## config.mk

```make
export PLATFORM = sky130hd
export DESIGN_NAME = seg7_scan_decoder_flat
export DESIGN_NICKNAME = d
export VERILOG_FILES = /design/src/rtl/seg7_scan_if.sv /design/src/rtl/seg7_scan_decoder.sv /design/src/flat_wrapper.sv
export SDC_FILE = /design/constraint.sdc
export NUM_CORES = 1
export LEC_CHECK = 0
export BUFFER_PORTS_ARGS = -buffer_cell sky130_fd_sc_hd__buf_2
export CAP_MARGIN = 10
export CORE_UTILIZATION = 40
export CTS_BUF_LIST = sky130_fd_sc_hd__clkbuf_16
export DETAILED_ROUTE_END_ITERATION = 10
export SYNTH_ARGS = -nofsm -noshare
export SYNTH_HDL_FRONTEND = slang
export SYNTH_SLANG_ARGS = --single-unit
```

## constraint.sdc

```tcl
create_clock -name clk -period 4.3 [get_ports clk]
set_input_delay 0.215 -clock clk [delete_from_list [all_inputs] [get_ports clk]]
set_output_delay 0.215 -clock clk [all_outputs]
set_load 0.01 [all_outputs]
```

## src/rtl/seg7_scan_if.sv

```systemverilog
// Display-bus bundle between a 7-segment driver and the scan decoder.
// The master drives the multiplexed bus; the slave reads it back into codes.
interface seg7_scan_if #(
    parameter int DIGITS = 4
);
    logic [DIGITS-1:0]   sel;
    logic [6:0]          abcdefg;
    logic                err_clr;
    logic [4*DIGITS-1:0] BCD;
    logic                frame_valid;
    logic                err;

    modport master (
        output sel, abcdefg, err_clr,
        input  BCD, frame_valid, err
    );

    modport slave (
        input  sel, abcdefg, err_clr,
        output BCD, frame_valid, err
    );
endinterface

```

## src/rtl/seg7_scan_decoder.sv

```systemverilog
// Reads a multiplexed 7-segment bus back into one hex nibble per digit.
// A pattern is captured once per stable dwell; a full set of digits yields a frame.
module seg7_scan_decoder #(
    parameter int DIGITS = 4,
    parameter int STABLE = 3
) (
    input  logic        clk,
    input  logic        rst,
    seg7_scan_if.slave  bus
);
    localparam int RW = $clog2(STABLE + 1);

    typedef enum logic {WAIT, HOLD} state_t;

    state_t              state_reg, state_next;
    logic [RW-1:0]       run_reg, run_next;
    logic [DIGITS+6:0]   prev_reg, sample;
    logic [DIGITS-1:0]   seen_reg, seen_next;
    logic                frame_valid_reg, frame_valid_next;
    logic                err_reg, err_next;
    logic                changed, capture, write_en, sel_onehot, dec_ok;
    logic [3:0]          dec_code;
    logic [3:0]          nibble_reg [DIGITS];
    logic [4*DIGITS-1:0] bcd_flat;

    assign sample     = {bus.sel, bus.abcdefg};
    assign sel_onehot = (bus.sel != '0) && ((bus.sel & (bus.sel - DIGITS'(1))) == '0);

    always_comb begin
        dec_ok   = 1'b1;
        dec_code = 4'h0;
        case (bus.abcdefg)
            7'h7E: dec_code = 4'h0;
            7'h30: dec_code = 4'h1;
            7'h6D: dec_code = 4'h2;
            7'h79: dec_code = 4'h3;
            7'h33: dec_code = 4'h4;
            7'h5B: dec_code = 4'h5;
            7'h5F: dec_code = 4'h6;
            7'h70: dec_code = 4'h7;
            7'h7F: dec_code = 4'h8;
            7'h7B: dec_code = 4'h9;
            7'h77: dec_code = 4'hA;
            7'h1F: dec_code = 4'hB;
            7'h4E: dec_code = 4'hC;
            7'h3D: dec_code = 4'hD;
            7'h4F: dec_code = 4'hE;
            7'h47: dec_code = 4'hF;
            default: dec_ok = 1'b0;
        endcase
    end

    always_comb begin
        state_next       = state_reg;
        run_next         = run_reg;
        seen_next        = seen_reg;
        frame_valid_next = 1'b0;
        err_next         = err_reg & ~bus.err_clr;
        capture          = 1'b0;
        write_en         = 1'b0;

        // run_reg == 0 only right after reset, so the first sample starts a run
        changed = (run_reg == '0) || (sample != prev_reg);
        if (changed)
            run_next = RW'(1);
        else if (run_reg != RW'(STABLE))
            run_next = run_reg + RW'(1);

        case (state_reg)
            WAIT: begin
                if (run_next == RW'(STABLE)) begin
                    capture    = 1'b1;
                    state_next = HOLD;
                end
            end
            HOLD: begin
                // with STABLE == 1 a new pattern is already stable on its first edge
                if (changed) begin
                    if (run_next == RW'(STABLE))
                        capture = 1'b1;
                    else
                        state_next = WAIT;
                end
            end
            default: state_next = WAIT;
        endcase

        if (capture && sel_onehot) begin
            if (dec_ok) begin
                write_en  = 1'b1;
                seen_next = seen_reg | bus.sel;
                if (&seen_next) begin
                    frame_valid_next = 1'b1;
                    seen_next        = '0;
                end
            end else begin
                err_next = 1'b1;
            end
        end
    end

    always_ff @(posedge clk) begin
        if (rst) begin
            state_reg       <= WAIT;
            run_reg         <= '0;
            prev_reg        <= '0;
            seen_reg        <= '0;
            frame_valid_reg <= 1'b0;
            err_reg         <= 1'b0;
            for (int i = 0; i < DIGITS; i++)
                nibble_reg[i] <= 4'h0;
        end else begin
            state_reg       <= state_next;
            run_reg         <= run_next;
            prev_reg        <= sample;
            seen_reg        <= seen_next;
            frame_valid_reg <= frame_valid_next;
            err_reg         <= err_next;
            for (int i = 0; i < DIGITS; i++)
                if (write_en && bus.sel[i])
                    nibble_reg[i] <= dec_code;
        end
    end

    for (genvar gi = 0; gi < DIGITS; gi++) begin : g_bcd
        assign bcd_flat[4*gi +: 4] = nibble_reg[gi];
    end

    assign bus.BCD         = bcd_flat;
    assign bus.frame_valid = frame_valid_reg;
    assign bus.err         = err_reg;
endmodule

```

## src/flat_wrapper.sv

```systemverilog
// flat-port wrapper written by rule: the top's interface ports become plain ports
module seg7_scan_decoder_flat 
#(
    parameter int DIGITS = 4,
    parameter int STABLE = 3
)
  (clk, rst, bus_sel, bus_abcdefg, bus_err_clr, bus_BCD, bus_frame_valid, bus_err);
  seg7_scan_if #(.DIGITS(DIGITS)) bus_i ();
  input  logic clk;
  input  logic rst;
  input wire logic [$bits(bus_i.sel)-1:0] bus_sel;
  input wire logic [$bits(bus_i.abcdefg)-1:0] bus_abcdefg;
  input wire logic [$bits(bus_i.err_clr)-1:0] bus_err_clr;
  output wire logic [$bits(bus_i.BCD)-1:0] bus_BCD;
  output wire logic [$bits(bus_i.frame_valid)-1:0] bus_frame_valid;
  output wire logic [$bits(bus_i.err)-1:0] bus_err;
  assign bus_i.sel = bus_sel;
  assign bus_i.abcdefg = bus_abcdefg;
  assign bus_i.err_clr = bus_err_clr;
  assign bus_BCD = bus_i.BCD;
  assign bus_frame_valid = bus_i.frame_valid;
  assign bus_err = bus_i.err;
  seg7_scan_decoder #(.DIGITS(DIGITS), .STABLE(STABLE)) u_core (.clk(clk), .rst(rst), .bus(bus_i));
endmodule
```

==> impl_metrics.yaml, run 1 <==
route:
  antenna_left: 0
  dr.pass1.iters: 6
  drt_iter0_drc: 65
  route.detailed.drc: 0
  wire_per_inst_um: 15.19
  avgViaCountPerCell: 5.708
  wl_mm: 3.904
  vias: 1467
synthesis:
  synth-xor-area-share: 0.06015
  ys.warnings.count: 0
  avgSynthCellArea_um2: 10.40
  syn_nets: 196
  synth.area.mux_share: 0
  ys_ff_latch: 36
  synth_compound_area_frac: 0.1507
  synth_async_sr_flop_share: 0
  synth.distinct_cells: 47
  postSynthCellCount: 182
  synth_top_family_by_area: "simple AND/OR/NAND/NOR gates"
  ys.flop_type: "dfxtp_1"
  synth_edf_count: 16
  synth-simple-area-share: 0.2452
  seq_area_frac_synth: 0.4653
  synthAdderAreaFrac: 0
  syn_area_mm2: 0.001893
critical_path:
  path_max_fanout: 19
  critPathMaxStageDelay_ns: 0.54
  required_ns: 4.27
  crit_slowest_cell: "or4b_1"
  cp_top_family: "simple AND/OR/NAND/NOR gates"
  worstPathCellList: "buf_2 > or4b_1 > o22ai_1 > a2111o_1 > o2111ai_1 > nand2b_1"
  start_kind: "input port"
  cp_num_buf_inv: 1
  crit_type: "in2reg"
  end_kind: "register"
  arrival_ns: 1.97
cts:
  clockRootBuffer: "clkbuf_16"
  numClockSinks: 36
  cts_tree: "done"
  ctsHtreeMaxLevel: 2
  cts.clk_slew.worst_paths_ns: 0.05
  clk_path_buf_depth: 2
  cts_made_buffers: 5
  cts-hold-fix-buffers: 0
  clk-insertion-delay-late_ns: 0.28
  cts_setup_buffers: 0
  cts_resized: 0
floorplanning:
  coreArea_mm2: 0.004444
  die_area_mm2: 0.005012
  initial_core_util: 0.4260
  fp-row-count: 24
  die_w_um: 70.80
  die_h_um: 70.80
  boundaryPins: 32
power_and_ir_drop:
  powerDensity_mw_per_mm2: 368.8
  leakage_nw: 0.8358
  ir_worst_vdd_v: 0.0001917
outcome:
  status: "completed"
timing:
  worstMarginPinSlew_ns: 0.6416
  fmax_ghz: 0.4992
  maxSlewViolCount: 0
  setup_viol: 0
  layout_min_cycle_time_ns: 2.003
  holdWs_ns: 0.2584
  setup_tns_ns: 0
  finClkSkew_ns: 0.004232
  timing.final.crit_share: 0.4658
  rsz0062_at_grt: "no"
  fin_ws_ns: 2.297
  relSlewSlack: 0.5655
  hold_violations: 0
global_routing:
  grt_pass1_vias: 1353
  antenna_found_initial: 0
  grt_pass1_wl_mm: 6.541
  track_usage: 0.1685
  overflow: 0
  grt_max_degree: 25
placement:
  io_buffers: 31
  dpl.hpwl_mm: 2.810
  dpl_cell_area_mm2: 0.001998
  place_ws_ns: 2.035
  gp_congestion: 0.8039
cells_and_area:
  final_area_mm2: 0.002138
  fin_nets: 218
  drive_gt1_frac: 0.2098
  diodes: 0
  area_growth_pct: 12.95
  largest_register_ff_count: 16
  n_fill_cell: 449
hold_path:
  hold_path.class: "in2reg"
run:
  maxCapViolations: 0
## cell usage in the layout, fill, tap and decap left out, types with 2 or more instances in the layout
master and instances:
nand4_1 4, buf_2 31, nor4b_1 3, nand3_1 4
nor4_1 2, edfxtp_1 16, nand2_1 3, nand2b_1 10
a221oi_1 4, nor3_1 9, a211oi_1 3, dfxtp_1 20
or3_1 2, xnor2_1 12, a21oi_1 4, nor3b_1 2
clkbuf_16 5, o2111ai_1 5, nor2b_1 11, nor2_1 13
nor4bb_1 2, o22ai_1 4, inv_1 10, a32o_1 3
## routing by layer
metal	vias to the layer above	track usage	part of all wire
li1	713	-	-
met1	705	0.2111	0.44
met2	40	0.2735	0.49
met3	9	0.05556	0.052
met4	0	0.05778	0.014
met5	-	0	0
## worst register-to-register path, stage by stage (launching register included)
cell	delay, ns
dfxtp_1	0.31
xnor2_1	0.22
nand4_1	0.21
nor3_4	0.46
o2111ai_1	0.23
nand2b_1	0.24
## cells by family (layout without fill, tap and decap cells)
group           after synthesis  in the layout
compound gates               33             33
xor+xnor                     13             13
buf+inv                      25             48
flops                        36             36
simple gates                 75             75
## where the power goes
| group | switching, W | internal, W |
|---|---|---|
| Clock | 0.000130 | 0.000210 |
| Sequential | 0.00000323 | 0.000366 |
| Combinational | 0.0000495 | 0.0000290 |
## final timing paths
check	startpoint	end	slack (ns)	depth (start not counted)
setup / recovery	bus_abcdefg[3]	u_core.nibble_reg[0][3]	2.30	6
hold / removal	bus_err_clr	u_core.bus.err	0.26	3
setup reg to reg	u_core.prev_reg[9]	u_core.nibble_reg[0][3]	2.32	5
hold reg to reg	u_core.seen_reg[0]	u_core.seen_reg[0]	0.47	2
## per-stage QoR
step                utilization  total power [W]  std cells
finish                   0.4811        0.0007885        257
global route             0.4811        0.0008183        257
CTS                      0.4811        0.0007925        257
detailed placement       0.4496        0.0004543        249
global placement         0.4496        0.0004527        249
floorplan                     -        0.0004382        182
## synth_stat cells, types with 2 or more instances
| library cell | number | area share |
|---|---|---|
| edfxtp_1 | 16 | 0.25 |
| buf_2 | 5 | 0.013 |
| nand4_1 | 4 | 0.013 |
| a221oi_1 | 4 | 0.019 |
| a21oi_1 | 4 | 0.011 |
| inv_1 | 9 | 0.018 |
| nor4b_1 | 3 | 0.014 |
| nor3_1 | 9 | 0.024 |
| xnor2_1 | 12 | 0.056 |
| o22ai_1 | 4 | 0.013 |
| dfxtp_1 | 20 | 0.21 |
| nor4_1 | 2 | 0.0066 |
| buf_6 | 6 | 0.036 |
| or3_1 | 2 | 0.0066 |
| o2111ai_1 | 5 | 0.023 |
| a211oi_1 | 3 | 0.012 |
| nand2b_1 | 10 | 0.033 |
| a32o_1 | 3 | 0.016 |
| nor4bb_1 | 2 | 0.011 |
| clkbuf_1 | 4 | 0.0079 |
| nand3_1 | 4 | 0.011 |
| nor3b_1 | 2 | 0.0079 |
| nor2_1 | 13 | 0.026 |
| nor2b_1 | 11 | 0.036 |
| nand2_1 | 3 | 0.0059 |
## area by class of cell
| type | instances | area, µm² | area share |
|---|---|---|---|
| Sequential cell | 36 | 880.8 | 0.4119 |
| Multi-Input combinational cell | 121 | 863.3 | 0.4037 |
| Timing Repair Buffer | 31 | 155.1 | 0.07256 |
| Clock buffer | 5 | 125.1 | 0.05851 |
| Tap cell | 52 | 65.06 | 0.03043 |
| Inverter | 9 | 33.78 | 0.01580 |
| Clock inverter | 3 | 15.01 | 0.007022 |
No activity file was read; power rests on OpenSTA's default activity.
==> run 2: changes to the inputs <==
--- a/config.mk
+++ b/config.mk
@@ -5,6 +5,7 @@
 export SDC_FILE = /design/constraint.sdc
 export NUM_CORES = 1
 export LEC_CHECK = 0
+export ABC_AREA = 1
 export BUFFER_PORTS_ARGS = -buffer_cell sky130_fd_sc_hd__buf_2
 export CAP_MARGIN = 10
 export CORE_UTILIZATION = 40
==> constraint.sdc (replaced) <==
create_clock -name clk -period 2.1 [get_ports clk]
set_input_delay 0.105 -clock clk [delete_from_list [all_inputs] [get_ports clk]]
set_output_delay 0.105 -clock clk [all_outputs]
set_load 0.01 [all_outputs]
==> run 2 against run 1 <==
The run now ends with design-rule violations left; sequential cell count is the same; total power grew 120%; clock-buffer cell count is the same; via count grew 14%; clock skew is essentially flat; combinational power grew 110%; utilization grew 2.8 points; global-route usage grew 2.1 points; setup slack lost 1.8 ns; register-to-register slack lost 1.8 ns; clock power grew 140%; wire length grew 5.6%.
==> impl_metrics.yaml, run 2 <==
outcome:
  status: "complete, but fails checks"
  violations: "design-rule violations"
timing:
  setup_tns_ns: 0
  timing.final.crit_share: 0.7707
  maxSlewViolCount: 0
  setup_viol: 0
  relSlewSlack: 0.5936
  rsz0062_at_grt: "no"
  finClkSkew_ns: 0.003878
  fmax_ghz: 0.6179
  worstMarginPinSlew_ns: 0.6050
  hold_violations: 0
  layout_min_cycle_time_ns: 1.618
  fin_ws_ns: 0.4816
run:
  maxCapViolations: 0
critical_path:
  cp.depth: 9
  end_kind: "register"
  arrival_ns: 1.59
  critPathMaxStageDelay_ns: 0.30
  start_kind: "register"
  crit_type: "reg2reg"
  crit_slowest_cell: "dfxtp_1"
  path_max_fanout: 7
  cp_top_family: "simple AND/OR/NAND/NOR gates"
  worstPathCellList: "inv_1 > nand2_1 > nand2_1 > nand2_1 > nor2_1 > nand3_1 > nor2_4 > nand3_1 > nand2_1"
  crit_top_cell: "nand2_1"
  r2r_cells: 9
  required_ns: 2.08
  cp_num_buf_inv: 1
hold_path:
  hold_path.class: "in2reg"
  worstHoldPathCells: 4
route:
  wire_per_inst_um: 11.71
  dr.pass1.iters: 7
  drt_iter0_drc: 105
  route.detailed.drc: 6
  avgViaCountPerCell: 4.750
  antenna_left: 0
  vias: 1672
  wl_mm: 4.121
placement:
  gp_congestion: 0.7939
  dpl_cell_area_mm2: 0.002097
  io_buffers: 31
  place_ws_ns: 0.4720
  dpl.hpwl_mm: 3.153
power_and_ir_drop:
  powerDensity_mw_per_mm2: 773.9
  ir_worst_vdd_v: 0.0004036
  leakage_nw: 1.120
cts:
  cts_tree: "done"
  cts_made_buffers: 5
  numClockSinks: 36
  cts.clk_slew.worst_paths_ns: 0.06
  cts_resized: 0
  cts_setup_buffers: 0
  clockRootBuffer: "clkbuf_16"
  clk-insertion-delay-late_ns: 0.28
  cts-hold-fix-buffers: 0
  ctsHtreeMaxLevel: 2
  clk_path_buf_depth: 2
global_routing:
  grt_max_degree: 16
  track_usage: 0.1893
  grt_pass1_wl_mm: 7.265
  grt_pass1_vias: 1561
  overflow: 0
  antenna_found_initial: 0
floorplanning:
  coreArea_mm2: 0.004444
  die_area_mm2: 0.004992
  boundaryPins: 32
  die_h_um: 70.66
  fp-row-count: 24
  die_w_um: 70.66
  initial_core_util: 0.4243
synthesis:
  syn_area_mm2: 0.001886
  synth_area_leaders: "edfxtp_1 (25%), dfxtp_1 (21%), nand2_1 (14%)"
  synth_async_sr_flop_share: 0
  avgSynthCellArea_um2: 7.169
  syn_nets: 277
  yosys.area.top_type: "edfxtp_1"
  synth_edf_count: 16
  yosysMostFrequentCell: "nand2_1"
  ys.flop_type: "dfxtp_1"
  synth_common_cells: "nand2_1 (70), nor2_1 (63), inv_1 (36)"
  synth.distinct_cells: 27
  synthDominantCellAreaShare: 0.2548
  seq_area_frac_synth: 0.4672
  ys_ff_latch: 36
  postSynthCellCount: 263
  ys.warnings.count: 0
cells_and_area:
  final_common_cell: "nand2_1"
  largest_register_ff_count: 16
  area_growth_pct: 19.91
  diodes: 0
  final_area_mm2: 0.002261
  drive_gt1_frac: 0.1833
  fin_nets: 313
  mostFrequentLayoutCells: "nand2_1 (70), nor2_1 (63), inv_1 (37)"
run 2: cell count changes in the layout (fill, tap and decap cells not counted), sizes merged, moves of 4 or more:
cell,delta
nand2,+72
xnor2,-11
nor2b,-11
nor3,-5
o2111ai,-5
nor2,+54
a221oi,-4
nand2b,-10
inv,+30
nand3,+17
run 2: report_power, final:
part	switching (W)	total, W	internal, W
Sequential	0.00000785	0.000758	0.000750
Combinational	0.000113	0.000165	0.0000518
Clock	0.000274	0.000827	0.000553
Total	0.000395	0.00175	0.00135
run 2: final timing paths:
check / slack (ns) / startpoint / end
setup / recovery: 0.48 / u_core.prev_reg[8] / u_core.nibble_reg[3][1]
hold reg to reg: 0.46 / u_core.bus.err / u_core.bus.err
setup reg to reg: 0.48 / u_core.prev_reg[8] / u_core.nibble_reg[3][1]
hold / removal: 0.07 / bus_err_clr / u_core.bus.err
run 2: tightest hold or removal path, stage by stage:
cell and delay (ns):
buf_2 0.07, inv_1 0.03, nand2_1 0.04, a21oi_1 0.05
run 2: final cells by class:
class / instances / area (µm²)
clock buffers: 5 / 125.1
clock inverters: 3 / 38.79
fillers: 443 / 2183
inverters: 39 / 146.4
multi-input cells: 186 / 849.6
flip-flops and latches: 36 / 880.8
well taps: 52 / 65.06
repair buffers: 31 / 155.1
run 2: stage by stage:
step | cells | util | power [W] | hold slack, ns
after floorplan | 263 | - | 0.0008787 | 0.1883
after global placement | 344 | 0.4718 | 0.0009371 | 0.3582
after detailed placement | 344 | 0.4718 | 0.0009361 | 0.3650
after CTS | 352 | 0.5087 | 0.001766 | 0.06703
after global routing | 352 | 0.5087 | 0.001826 | 0.1138
final | 352 | 0.5087 | 0.001750 | 0.06640
run 2: logic make-up (layout without fill, tap and decap cells):
kind of cell / count (synthesis) / after routing / share of synthesized area
flip-flops: 36 / 36 / 0.4672
AO/OA/AOI/OAI: 11 / 11 / 0.03318
AND/OR/NAND/NOR: 174 / 174 / 0.4127
XOR/XNOR: 1 / 1 / 0.004646
buffers and inverters: 41 / 78 / 0.08228
run 2: layer usage:
metal	share of wire	global-route usage
met1	0.47	0.2446
met3	0.060	0.04701
met4	0.015	0.06667
met5	0	0
met2	0.45	0.3107
